**src/rtl/alu_pkg.sv**
```systemverilog
// Shared constants and mode encoding for the 4-bit ALU datapath blocks.
package alu_pkg;

    localparam int WIDTH    = 4;
    localparam int SEL_W    = 3;
    localparam int CHANNELS = 8;

    // MANUAL: destination comes from in_sel. SCAN: destination comes from the scan pointer.
    typedef enum logic {
        MANUAL = 1'b0,
        SCAN   = 1'b1
    } mode_e;

endpackage

```
**src/rtl/demux_slot.sv**
```systemverilog
// Single-entry output slot: holds one word until its consumer acknowledges it.
// A write in the same cycle as an ack wins, so the slot can be refilled at full rate.
module demux_slot
    import alu_pkg::*;
#(
    parameter int W = WIDTH
) (
    input  logic         clk,
    input  logic         rst_n,
    input  logic         wr_en,
    input  logic         ack,
    input  logic [W-1:0] d,
    output logic [W-1:0] q,
    output logic         valid
);

    logic [W-1:0] q_q, q_d;
    logic         valid_q, valid_d;

    // Next-state: write beats ack; an ack alone empties the slot but keeps the data.
    always_comb begin
        q_d     = q_q;
        valid_d = valid_q;
        if (wr_en) begin
            q_d     = d;
            valid_d = 1'b1;
        end else if (ack) begin
            valid_d = 1'b0;
        end
    end

    // Slot storage with asynchronous clear.
    always_ff @(posedge clk or negedge rst_n) begin
        if (!rst_n) begin
            q_q     <= '0;
            valid_q <= 1'b0;
        end else begin
            q_q     <= q_d;
            valid_q <= valid_d;
        end
    end

    assign q     = q_q;
    assign valid = valid_q;

endmodule

```
**src/rtl/demux_reg8.sv**
```systemverilog
// Registered 1-to-8 demultiplexer with manual select or round-robin scan mode.
//
// Handshake: a word is accepted at a rising edge when in_valid & in_ready.
// in_ready is high when the target slot is empty or is being acknowledged in
// the same cycle. While stalled the producer holds in_data/in_sel stable.
// The slot consumer takes slot k when out_valid[k] & out_ack[k].
module demux_reg8
    import alu_pkg::*;
(
    input  logic                      clk,
    input  logic                      rst_n,
    input  logic [WIDTH-1:0]          in_data,
    input  logic [SEL_W-1:0]          in_sel,
    input  logic                      in_valid,
    output logic                      in_ready,
    input  logic                      auto_mode,
    output logic [CHANNELS*WIDTH-1:0] out_data,
    output logic [CHANNELS-1:0]       out_valid,
    input  logic [CHANNELS-1:0]       out_ack,
    output logic [SEL_W-1:0]          scan_ptr,
    output logic                      frame_done
);

    mode_e               mode_q, mode_d;
    logic [SEL_W-1:0]    scan_ptr_q, scan_ptr_d;
    logic                frame_done_q, frame_done_d;
    logic [SEL_W-1:0]    eff_ptr;
    logic [SEL_W-1:0]    tgt;
    logic                accept;
    logic [CHANNELS-1:0] wr_en;

    // Target decode and ready mux. On the cycle SCAN is entered the pointer
    // is treated as 0 so a stale value from an earlier scan is never used.
    always_comb begin
        eff_ptr  = (mode_q == SCAN) ? scan_ptr_q : '0;
        tgt      = auto_mode ? eff_ptr : in_sel;
        in_ready = !out_valid[tgt] | out_ack[tgt];
        accept   = in_valid & in_ready;
        wr_en    = '0;
        if (accept) begin
            wr_en[tgt] = 1'b1;
        end
    end

    // Mode / scan-pointer next state: advance once per accept in SCAN,
    // pulse frame_done when the last slot of a frame is written.
    always_comb begin
        mode_d       = auto_mode ? SCAN : MANUAL;
        scan_ptr_d   = scan_ptr_q;
        frame_done_d = 1'b0;
        if (auto_mode) begin
            scan_ptr_d   = eff_ptr + SEL_W'(accept);
            frame_done_d = accept & (eff_ptr == SEL_W'(CHANNELS - 1));
        end
    end

    // Mode FSM state, scan pointer and frame pulse registers.
    always_ff @(posedge clk or negedge rst_n) begin
        if (!rst_n) begin
            mode_q       <= MANUAL;
            scan_ptr_q   <= '0;
            frame_done_q <= 1'b0;
        end else begin
            mode_q       <= mode_d;
            scan_ptr_q   <= scan_ptr_d;
            frame_done_q <= frame_done_d;
        end
    end

    assign scan_ptr   = scan_ptr_q;
    assign frame_done = frame_done_q;

    for (genvar k = 0; k < CHANNELS; k++) begin : g_slot
        demux_slot #(
            .W(WIDTH)
        ) u_slot (
            .clk  (clk),
            .rst_n(rst_n),
            .wr_en(wr_en[k]),
            .ack  (out_ack[k]),
            .d    (in_data),
            .q    (out_data[k*WIDTH +: WIDTH]),
            .valid(out_valid[k])
        );
    end

endmodule

```
**config.mk**
```make
export PLATFORM = sky130hd
export DESIGN_NAME = demux_reg8
export DESIGN_NICKNAME = d
export VERILOG_FILES = /design/src/rtl/alu_pkg.sv /design/src/rtl/demux_slot.sv /design/src/rtl/demux_reg8.sv
export SDC_FILE = /design/constraint.sdc
export NUM_CORES = 1
export LEC_CHECK = 0
export ABC_AREA = 1
export BUFFER_PORTS_ARGS = -buffer_cell sky130_fd_sc_hd__buf_2
export CAP_MARGIN = 20
export CORE_ASPECT_RATIO = 2
export CORE_MARGIN = 2
export CORE_UTILIZATION = 30
export DETAILED_ROUTE_END_ITERATION = 16
export PLACE_DENSITY = 0.57
export SLEW_MARGIN = 5
export SYNTH_ARGS = -nofsm -noshare
export SYNTH_HDL_FRONTEND = slang
export SYNTH_SLANG_ARGS = --single-unit
```
**constraint.sdc**
```tcl
create_clock -name clk -period 2 [get_ports clk]
set_input_delay 0.4 -clock clk [delete_from_list [all_inputs] [get_ports clk]]
set_output_delay 0.4 -clock clk [all_outputs]
set_load 0.01 [all_outputs]
```
==> results by group <==
Placement
  – Dpl cells: between 400 and 500
  – Routability cong.: 0.807
  – PortBufs: 63
  – Dpl hpwl: 4790 µm

Detailed routing
  – Routed WL per cell: 13.5 µm
  – Via Count: 2,142
  – Initial DRC count: 91
  – Avg Vias per Cell: about 4.7
  – Post-route ant nets: 0
  – DRC errors left: 0
  – Routed WL: just over 6000 µm
  – TritonRoute pass-1 iters: 4

Clock network
  – H-tree levels: 2
  – Clock Sinks: between 40 and 50
  – CTS Root Cell: clkbuf_16
  – TritonCTS clock tree: built
  – Worst-case clock buffer depth: 2
  – Cts bufs inserted: 5
  – Worst skew pair latency: 0.28 ns
  – CTS clk-pin slew, worst paths: ~0.06 ns
  – Hold buffers post-CTS: 0

Floorplanning
  – Site row count: 45
  – Initial core utilization: 0.308
  – Die height: ~130 µm
  – Die area: 0.00850 mm²
  – I/O pin count: 64
  – Core area: 0.00754 mm²
  – Die width: about 66 µm

Yosys
  – Seq/Total Area, Yosys: 0.485
  – Simple-gate share of the synthesized area: 0.381
  – Post-Synth XOR/XNOR Area: 0.00377
  – Syn avg cell area: 8.38 µm²
  – Ys Warns: 0
  – Cell count after synthesis: between 200 and 300
  – Unique masters post-synth: 24
  – Top cells by area, synth: dfrtp_1, nand2_1, nand4_1, nand3_4, buf_4
  – Adder-cell share of the synthesized area: 0.0108
  – Largest family of logic cells by synthesized area: simple AND/OR/NAND/NOR gates
  – #FFs+latches synth: 45
  – Share of the synthesized area in the top cell type: 0.485
  – Synth Area in Compound Gates: 0.0253
  – Dominant cell type by area after synthesis: dfrtp_1
  – Post-synthesis mux area share: 0
  – Syn nets: 298
  – Post-Syn Area: 0.00232 mm²

Final layout
  – Commonest cells after routing, fill and taps aside: nand2_1, buf_2, dfrtp_1, nand4_1, buf_4
  – Post-Layout Cell Count: 458
  – Fillers: around 820
  – Share of cells above drive strength 1: 0.390
  – Commonest non-fill, non-tap cell in the layout: nand2_1
  – Ant. Diodes: 0
  – Synthesis-to-layout area growth: 36.9%
  – Layout net count: about 380

STA
  – Final Cycle Share: 1.05
  – Setup violators final: 3
  – Final Hold Viols: 0
  – Max-slew violations: 0
  – Crit path time final: 2.11 ns
  – Clock Skew: 0.00302 ns
  – Tightest Pin Transition: 0.571 ns
  – Headroom to the max-slew limit: 0.619
  – RSZ-0062 raised after global routing: true
  – Hold WS: 0.187 ns
  – Final worst slack: -0.108 ns
  – FMAX: about 470 MHz

Critical path
  – RR Endpoint: scan_ptr[1]$_DFFE_PN0P_
  – R2R setup slack: -0.03 ns
  – CP Capture Type: output port
  – FF-to-FF Start: mode_q$_DFF_PN0_
  – CP Launch Type: flop
  – CP Max Fanout: 6
  – Kind of critical path: flop to output port
  – Req. time, crit path: 1.60 ns
  – FF-to-FF path depth: 17
  – Crit path DAT: about 1.7 ns

Pwr
  – Peak supply drop: around 430 µV
  – Leak Pwr: about 1.7 nW
  – PwrDens: 929 mW/mm²
  – Total power: between 2 and 3 mW

Job
  – Max Cap Viol: 0

Run status
  – Outcome: finished with violations
  – Violated checks: setup timing

Global routing
  – Wire length of the first global-routing pass: 9830 µm
  – Largest net degree at the start of global routing: 46
  – Vias in the first global route: 2,040
  – Total global routing overflow: 0
  – Initial antenna violation count: 0
  – Total Routing Usage GR: 0.152

Worst hold path
  – Worst hold path type: primary input to async pin
registers in the layout, indices dropped and copies added, names as in the netlist:
signal               cells
mode_q                   1
scan_ptr                 3
frame_done               1
g_slot.u_slot.q         32
g_slot.u_slot.valid      8
per-stage QoR:
step / setup TNS [ns] / setup WS, ns / util / instance area, µm²
2_1_floorplan: 0 / 0.00264 / - / 2380
3_3_place_gp: -2.58 / -0.125 / 0.382 / 2880
3_5_place_dp: -3.20 / -0.145 / 0.382 / 2880
4_1_cts: -0.0984 / -0.0647 / 0.409 / 3090
5_1_grt: -2.69 / -0.196 / 0.421 / 3180
6_report: -0.140 / -0.108 / 0.421 / 3180
worst max-delay path, stage by stage, from the launching register on:
cell and delay (ns):
dfrtp_2 0.46, nand2_4 0.11, nand2_4 0.07, nand2_4 0.09, nand2_2 0.06, nand2_2 0.07, nand2_1 0.06, nand2_1 0.08
nand2_2 0.05, nand2_2 0.09, nand2_4 0.06, buf_6 0.12, buf_6 0.11
per-layer routing:
metal	global-route usage	routed length, µm	vias to the layer above
met2	0.284	3480	57
met4	0.0696	160	0
met1	0.160	2260	1008
met3	0.0253	290	9
met5	0	0	-
li1	-	-	1068
timing repair:
| action | CTS | global route |
|---|---|---|
| cloned | 0 | 1 |
| resized for setup | 6 | 11 |
| setup endpoints to repair | 1 | 44 |
| buffers inserted | 6 | 3 |
| pin swaps | 7 | 8 |
synth_stat cells:
cell type / number
buf_4: 11
buf_1: 1
nor3_2: 1
o21ai_0: 3
nor2_1: 8
buf_12: 1
buf_2: 1
nand2_4: 2
clkbuf_2: 4
o21ai_1: 7
inv_2: 2
nand3_4: 6
nand3_2: 1
ha_1: 2
nand4_1: 32
inv_1: 15
nand3_1: 11
o21ai_2: 1
clkbuf_1: 3
xor2_1: 1
dfrtp_1: 45
buf_6: 1
nand2_2: 4
nand2_1: 114
cells by family after synthesis:
logic type | Yosys count
AO/OA/AOI/OAI | 11
buffers and inverters | 39
adder cells (fa/ha/maj) | 2
flip-flops | 45
AND/OR/NAND/NOR | 179
XOR/XNOR | 1
final cells by class:
| class | count | area [µm²] | area share |
|---|---|---|---|
| flip-flops and latches | 45 | 1130 | 0.355 |
| multi-input cells | 193 | 1060 | 0.334 |
| repair buffers | 101 | 664 | 0.209 |
| clock buffers | 6 | 129 | 0.0405 |
| well taps | 94 | 118 | 0.0370 |
| inverters | 17 | 67.6 | 0.0213 |
| clock inverters | 2 | 10.0 | 0.00315 |
how the worst max path moves through the flow:
stage | startpoint | endpoint | slack (ns)
after floorplan | auto_mode | scan_ptr[1]$_DFFE_PN0P_ | 0.003
after global placement | auto_mode | in_ready | -0.13
after detailed placement | auto_mode | scan_ptr[2]$_DFFE_PN0P_ | -0.15
after CTS | mode_q$_DFF_PN0_ | in_ready | -0.06
after global routing | mode_q$_DFF_PN0_ | in_ready | -0.20
final | mode_q$_DFF_PN0_ | in_ready | -0.11
power by group:
group	switching [mW]	total, mW	internal, mW
logic	0.506	0.901	0.395
registers	0.137	1.27	1.13
clock network	0.326	0.784	0.458
Power figures use the tool's default switching activity.
